==> config.mk <==
export PLATFORM = sky130hd
export DESIGN_NAME = serial_conv_scheduler
export DESIGN_NICKNAME = d
export VERILOG_FILES = /design/src/rtl/serial_conv_scheduler.sv
export SDC_FILE = /design/constraint.sdc
export NUM_CORES = 1
export LEC_CHECK = 0
export CAP_MARGIN = 0
export CORE_AREA = 2 2 89 91
export CTS_CLUSTER_DIAMETER = 100
export CTS_CLUSTER_SIZE = 40
export DETAILED_ROUTE_END_ITERATION = 10
export DIE_AREA = 0 0 91 93
export GPL_TIMING_DRIVEN = 1
export HOLD_SLACK_MARGIN = 0.06
export PLACE_DENSITY = 0.62
export SLEW_MARGIN = 20
export SYNTH_ARGS = -nofsm -noshare
export SYNTH_HDL_FRONTEND = slang
export SYNTH_SLANG_ARGS = --single-unit
==> constraint.sdc <==
create_clock -name clk -period 5.2 [get_ports clk]
set_input_delay 0.78 -clock clk [delete_from_list [all_inputs] [get_ports clk]]
set_output_delay 0.78 -clock clk [all_outputs]
set_load 0.05 [all_outputs]
==> src/rtl/serial_conv_scheduler.sv <==
// serial_conv_scheduler: walks every 3x3 output position, runs one loader pass per position, drains the PE, hands the result out.
// Latency: per position = loader pass + 1 + DRAIN_CYC + 1 capture + 1 write cycle (with res_ready high).
// Backpressure: holds res_valid/res_addr/res_data in WRITE until res_ready; no new loader pass starts until the handshake.
// Optional: define SERIAL_SCHED_RELU_EN to clamp negative captured results to zero.
module serial_conv_scheduler #(
   parameter int OUT_ROWS   = 3,
   parameter int OUT_COLS   = 3,
   parameter int ROW_STRIDE = 5,
   parameter int FEAT_BASE  = 9,
   parameter int ACC_W      = 16,
   parameter int DRAIN_CYC  = 2
) (
   input  logic             clk,
   input  logic             rst,
   input  logic             start,
   output logic             busy,
   output logic             done,
   output logic             ld_en,
   output logic [7:0]       ld_baseaddr,
   input  logic             ld_done,
   input  logic [ACC_W-1:0] pe_acc,
   output logic             res_valid,
   input  logic             res_ready,
   output logic [7:0]       res_addr,
   output logic [ACC_W-1:0] res_data
);

   typedef enum logic [2:0] {
      S_IDLE,
      S_LOAD,
      S_DRAIN,
      S_WRITE,
      S_DONE
   } state_t;

   localparam logic [3:0] LAST_ROW = 4'(OUT_ROWS - 1);
   localparam logic [3:0] LAST_COL = 4'(OUT_COLS - 1);

   state_t           state;
   state_t           state_nxt;
   logic [3:0]       row;
   logic [3:0]       col;
   logic [7:0]       drain_cnt;
   logic             armed;
   logic [ACC_W-1:0] res_data_q;
   logic [7:0]       base_calc;
   logic [7:0]       lin_calc;
   logic             last_pos;
   logic             start_ok;

   // Address arithmetic is 8 bits wide so the base address wraps mod 256 naturally.
   assign base_calc = 8'(FEAT_BASE) + 8'(row) * 8'(ROW_STRIDE) + 8'(col);
   assign lin_calc  = 8'(row) * 8'(OUT_COLS) + 8'(col);
   assign last_pos  = (row == LAST_ROW) && (col == LAST_COL);
   assign start_ok  = start && armed;
   assign res_data  = res_data_q;

   // Arm start acceptance one cycle after reset release so a start coinciding with release is dropped.
   always_ff @(posedge clk or negedge rst) begin
      if (!rst) begin
         armed <= 1'b0;
      end else begin
         armed <= 1'b1;
      end
   end

   // State register.
   always_ff @(posedge clk or negedge rst) begin
      if (!rst) begin
         state <= S_IDLE;
      end else begin
         state <= state_nxt;
      end
   end

   // Next-state and state-decoded outputs; outputs are zero unless the state drives them.
   always_comb begin
      state_nxt   = state;
      busy        = 1'b0;
      done        = 1'b0;
      ld_en       = 1'b0;
      ld_baseaddr = 8'd0;
      res_valid   = 1'b0;
      res_addr    = 8'd0;
      case (state)
         S_IDLE: begin
            if (start_ok) begin
               state_nxt = S_LOAD;
            end
         end
         S_LOAD: begin
            busy        = 1'b1;
            ld_en       = 1'b1;
            ld_baseaddr = base_calc;
            if (ld_done) begin
               state_nxt = S_DRAIN;
            end
         end
         S_DRAIN: begin
            busy = 1'b1;
            if (drain_cnt == 8'd0) begin
               state_nxt = S_WRITE;
            end
         end
         S_WRITE: begin
            busy      = 1'b1;
            res_valid = 1'b1;
            res_addr  = lin_calc;
            if (res_ready) begin
               state_nxt = last_pos ? S_DONE : S_LOAD;
            end
         end
         S_DONE: begin
            done      = 1'b1;
            state_nxt = S_IDLE;
         end
         default: begin
            state_nxt = S_IDLE;
         end
      endcase
   end

   // Position counters, drain counter and result capture.
   always_ff @(posedge clk or negedge rst) begin
      if (!rst) begin
         row        <= 4'd0;
         col        <= 4'd0;
         drain_cnt  <= 8'd0;
         res_data_q <= '0;
      end else begin
         case (state)
            S_IDLE: begin
               if (start_ok) begin
                  row <= 4'd0;
                  col <= 4'd0;
               end
            end
            S_LOAD: begin
               if (ld_done) begin
                  drain_cnt <= 8'(DRAIN_CYC);
               end
            end
            S_DRAIN: begin
               if (drain_cnt == 8'd0) begin
`ifdef SERIAL_SCHED_RELU_EN
                  res_data_q <= pe_acc[ACC_W-1] ? '0 : pe_acc;
`else
                  res_data_q <= pe_acc;
`endif
               end else begin
                  drain_cnt <= drain_cnt - 8'd1;
               end
            end
            S_WRITE: begin
               if (res_ready) begin
                  if (col == LAST_COL) begin
                     col <= 4'd0;
                     row <= row + 4'd1;
                  end else begin
                     col <= col + 4'd1;
                  end
               end
            end
            default: begin
            end
         endcase
      end
   end

endmodule

==> PnR_summary.wiki <==
{| class="wikitable"
! Metric !! Value
|-
| Outcome || complete, no violations
|-
| Number of cells traversed by the worst register-to-register path || 6
|-
| Number of global-route vias before repair || 1,796
|-
| Hold Fails Final Rpt || 0
|-
| DR pass1 iterations || 4
|-
| Synth Area in Compound Gates || 10.51%
|-
| Hold path cells || 1
|-
| Crit-path max FO || 7
|-
| Actual slew at the worst max-slew pin || 0.8136 ns
|-
| Post CTS Setup Buffer Count || 0
|-
| Master cell of the clock root buffer || sky130_fd_sc_hd__clkbuf_8
|-
| RSZ-0062 raised after global routing || no
|-
| Synthesized-area fraction occupied by and/or/nand/nor cells || 16.98%
|-
| Avg Cell Area, Syn || 10.33 sq um
|-
| Area share of xor/xnor cells in the synthesized design || 1.812%
|-
| Worst slack at placement || 0.8786 ns
|-
| Synth Register Bits || 36
|-
| Routability congestion estimate || 0.7901
|-
| TritonCTS clock tree || yes
|-
| Worst Skew || 0.005403 ns
|-
| Vert. Die Dim || 93 um
|-
| WL per Instance || 12.81 um
|-
| Initial antenna violation count || 0
|-
| Clock edge transition at the registers on the reported setup and hold paths || 0.07 ns
|-
| Total track usage || 12.21%
|-
| Post-synthesis cell type with the largest combined area || sky130_fd_sc_hd__dfrtp_1
|-
| Post-route setup TNS || 0 ns
|-
| Routed vias || 1,841
|-
| Static leakage || 1.432 nW
|-
| Share of the cycle needed by the critical path after routing || 88.65%
|-
| Mux share of post-synthesis cell area || 8.282%
|-
| Worst Hold Endpoint || res_data[0]
|-
| Inserted Clock Buffers || 5
|-
| Detailed Route WL || 4.983 mm
|-
| Number of warning messages in the yosys log || 0
|-
| Finish-stage setup viols || 0
|-
| Share of post-route cells with drive strength above 1 || 10.45%
|-
| Worst path max stage delay || 0.82 ns
|-
| Detailed placer's ending HPWL || 3.800 mm
|-
| Maximum number of pins on one net before global-route repair || 37
|-
| CTS H-Tree Depth || 2
|-
| Achievable Freq || 216.9 MHz
|-
| Portion of synthesized cell area occupied by the leading cell type || 37.27%
|-
| Number of buffers between clock root and the deepest sink || 2
|-
| Startpoint of the worst register-to-register path || col[0]
|-
| Final-layout fill cell count || 771
|-
| First-pass GRT wire length || 8.480 mm
|-
| Largest family of logic cells by synthesized area || adder cells
|-
| Number of gates resized after cts || 0
|-
| Iteration-0 DRC Markers || 67
|-
| Source-to-sink clock delay at the later pin of the worst-skew pair || 0.28 ns
|-
| Area growth from synthesis to layout || 28.42%
|-
| Startpoint-to-endpoint class of the critical path || reg2out
|-
| Adder and majority cell fraction of the synthesized area || 19.25%
|-
| Number of ports placed on the die boundary || 57
|-
| Post-synth EDFFs || 0
|-
| Critical R2R Capture || row[1]
|-
| Area enclosed by the die boundary || 8463 sq um
|-
| Non-filler cells, final || 389
|-
| Count of hold-fix buffers inserted at cts || 0
|-
| Required time worst endpoint || 4.42 ns
|-
| Worst R2R Setup Slack || 3.05 ns
|-
| Final WS setup || 0.5901 ns
|-
| Worst min-delay path startpoint || res_data[0]
|-
| Final critical path time including I/O delays and setup || 4.610 ns
|-
| Net count of the finished layout || 340
|-
| Number of port buffers || 54
|-
| Worst EP arrival || 3.83 ns
|-
| Yosys cell types || 49
|-
| Fraction of registers with async set/reset || 100.0%
|-
| Max_slew headroom || 45.64%
|-
| Clock sink count || 36
|-
| Initial Util || 32.11%
|-
| Part of the Yosys area used for sequential elements || 37.27%
|-
| Category of the worst setup path capture point || output port
|-
| Startpoint class of the critical path || flop
|-
| Max-slew violation count || 0
|-
| Remaining global-route overflow || 0
|-
| Antenna viol nets, final || 0
|-
| Top cells by area in the synthesized netlist || sky130_fd_sc_hd__dfrtp_1, sky130_fd_sc_hd__ha_1, sky130_fd_sc_hd__mux2_2, sky130_fd_sc_hd__fa_1, sky130_fd_sc_hd__nor2_1
|-
| Gate count of the mapped netlist || 234
|-
| Cell chain of the critical path || ha_1 > inv_1 > fa_1 > inv_1 > fa_1 > ha_1 > nor2b_1 > o21a_1 > o21a_1 > nor3_1 > clkdlybuf4s50_1
|-
| Core Region || 7527 sq um
|-
| Type of the most critical hold path || reg2reg
|-
| Antenna Cells || 0
|-
| Detailed-route vias per instance || 4.733
|-
| Floorplan die width || 91 um
|-
| Cell with the biggest individual delay on the critical path || sky130_fd_sc_hd__clkdlybuf4s50_1
|-
| Max IR drop VDD || 0.1888 mV
|-
| Remaining DRCs || 0
|-
| Post-Synthesis Cell Area || 2417 sq um
|-
| # Max-Cap Violations || 0
|-
| PD cells || 646.1 nW/um^2
|-
| Most used flip-flop cell after synthesis || sky130_fd_sc_hd__dfrtp_1
|-
| Total instance count after detailed placement || 381
|-
| Core Rows || 32
|}
==> cell usage in the layout (no fill, tap or decap), drive strengths merged, types with 4 or more instances in the layout <==
master	count
and3	4
nand2	12
clkdlybuf4s50	53
fa	7
dfrtp	36
o21ai	10
nand3	5
a21oi	10
mux2	16
ha	26
clkbuf	8
nor3b	4
nor2	19
nor3	5
inv	17
==> critical path, delay by kind of cell (launching register included) <==
family,cells,cell delay [ns]
simple gates,2,0.29
compound gates,2,0.36
buf+inv,3,0.92
flops,1,0.52
fa+ha+maj,4,1.47
==> synthesized netlist by cell type, types with 2 or more instances <==
library cell               count
sky130_fd_sc_hd__fa_1          7
sky130_fd_sc_hd__o211ai_1      2
sky130_fd_sc_hd__and3_1        4
sky130_fd_sc_hd__nand3_1       5
sky130_fd_sc_hd__inv_1        17
sky130_fd_sc_hd__nor3b_1       3
sky130_fd_sc_hd__a21o_1        2
sky130_fd_sc_hd__xor2_1        2
sky130_fd_sc_hd__conb_1        2
sky130_fd_sc_hd__a21oi_1      10
sky130_fd_sc_hd__nor2b_1       2
sky130_fd_sc_hd__dfrtp_1      36
sky130_fd_sc_hd__or3_1         3
sky130_fd_sc_hd__nor3_1        5
sky130_fd_sc_hd__or4b_1        2
sky130_fd_sc_hd__o31ai_1       3
sky130_fd_sc_hd__clkbuf_1      2
sky130_fd_sc_hd__buf_4         7
sky130_fd_sc_hd__o21ai_0       8
sky130_fd_sc_hd__mux2_2       16
sky130_fd_sc_hd__o21a_1        2
sky130_fd_sc_hd__nor2_1       19
sky130_fd_sc_hd__nand4_1       2
sky130_fd_sc_hd__nand2_1      12
sky130_fd_sc_hd__mux2i_1       2
sky130_fd_sc_hd__xnor2_1       3
sky130_fd_sc_hd__nand3b_1      3
sky130_fd_sc_hd__nor4_1        3
sky130_fd_sc_hd__and2_1        3
sky130_fd_sc_hd__a31o_2        3
sky130_fd_sc_hd__ha_1         26
==> report_power, final <==
| group | total, mW | internal [mW] | leakage, nW | switching, mW |
|---|---|---|---|---|
| combinational | 1.29 | 0.494 | 0.927 | 0.794 |
| sequential | 0.518 | 0.395 | 0.459 | 0.123 |
| clock | 0.200 | 0.108 | 0.0455 | 0.0920 |
| total | 2.01 | 0.997 | 1.43 | 1.01 |
==> stage by stage <==
stage	hold WS (ns)	util (%)	power, mW	area, sq um
CTS	0.5130	41.22	2.039	3103
finish	0.5068	41.24	2.006	3104
floorplan	0.4735	-	1.439	2421
detailed placement	0.4964	40.03	1.822	3013
global placement	0.4875	40.03	1.807	3013
global route	0.5253	41.24	2.177	3104
==> worst max-delay path by stage <==
stage / depth (start not counted) / startpoint / slack, ns / to
6_report: 11 / row[0] / 0.59 / ld_baseaddr[5]
5_1_grt: 11 / row[0] / 0.37 / ld_baseaddr[5]
4_1_cts: 11 / row[0] / 0.57 / ld_baseaddr[5]
3_5_place_dp: 11 / row[0] / 0.88 / ld_baseaddr[5]
3_3_place_gp: 11 / row[0] / 0.95 / ld_baseaddr[5]
2_1_floorplan: 10 / row[0] / 0.94 / ld_baseaddr[5]
==> sequential cells by signal, summed over array words and instances, names as in the netlist <==
signal	flops
armed	1
col	4
drain_cnt	8
res_data	16
row	4
state	3
==> cell type report <==
| cell class | count | area, sq um | share of cell area (%) |
|---|---|---|---|
| Clock buffer | 8 | 90.09 | 2.902 |
| Inverter | 17 | 63.81 | 2.056 |
| Multi-Input combinational cell | 172 | 1386 | 44.66 |
| Sequential cell | 36 | 900.9 | 29.02 |
| Tap cell | 102 | 127.6 | 4.111 |
| Timing Repair Buffer | 54 | 535.5 | 17.25 |
==> cell families after synthesis <==
family	after synthesis
AO/OA/AOI/OAI	39
XOR/XNOR	5
adder cells (fa/ha/maj)	33
buffers and inverters	27
flip-flops	36
multiplexers	18
other	2
AND/OR/NAND/NOR	74
==> per-layer routing <==
metal / track usage, % / vias up / routed length, um
met5: 0 / - / 0
met4: 2.273 / 0 / 30
met3: 2.901 / 4 / 154
met2: 19.14 / 26 / 2398
met1: 17.38 / 884 / 2399
li1: - / 927 / -
Note: power is estimated with default switching activity, not from simulation.
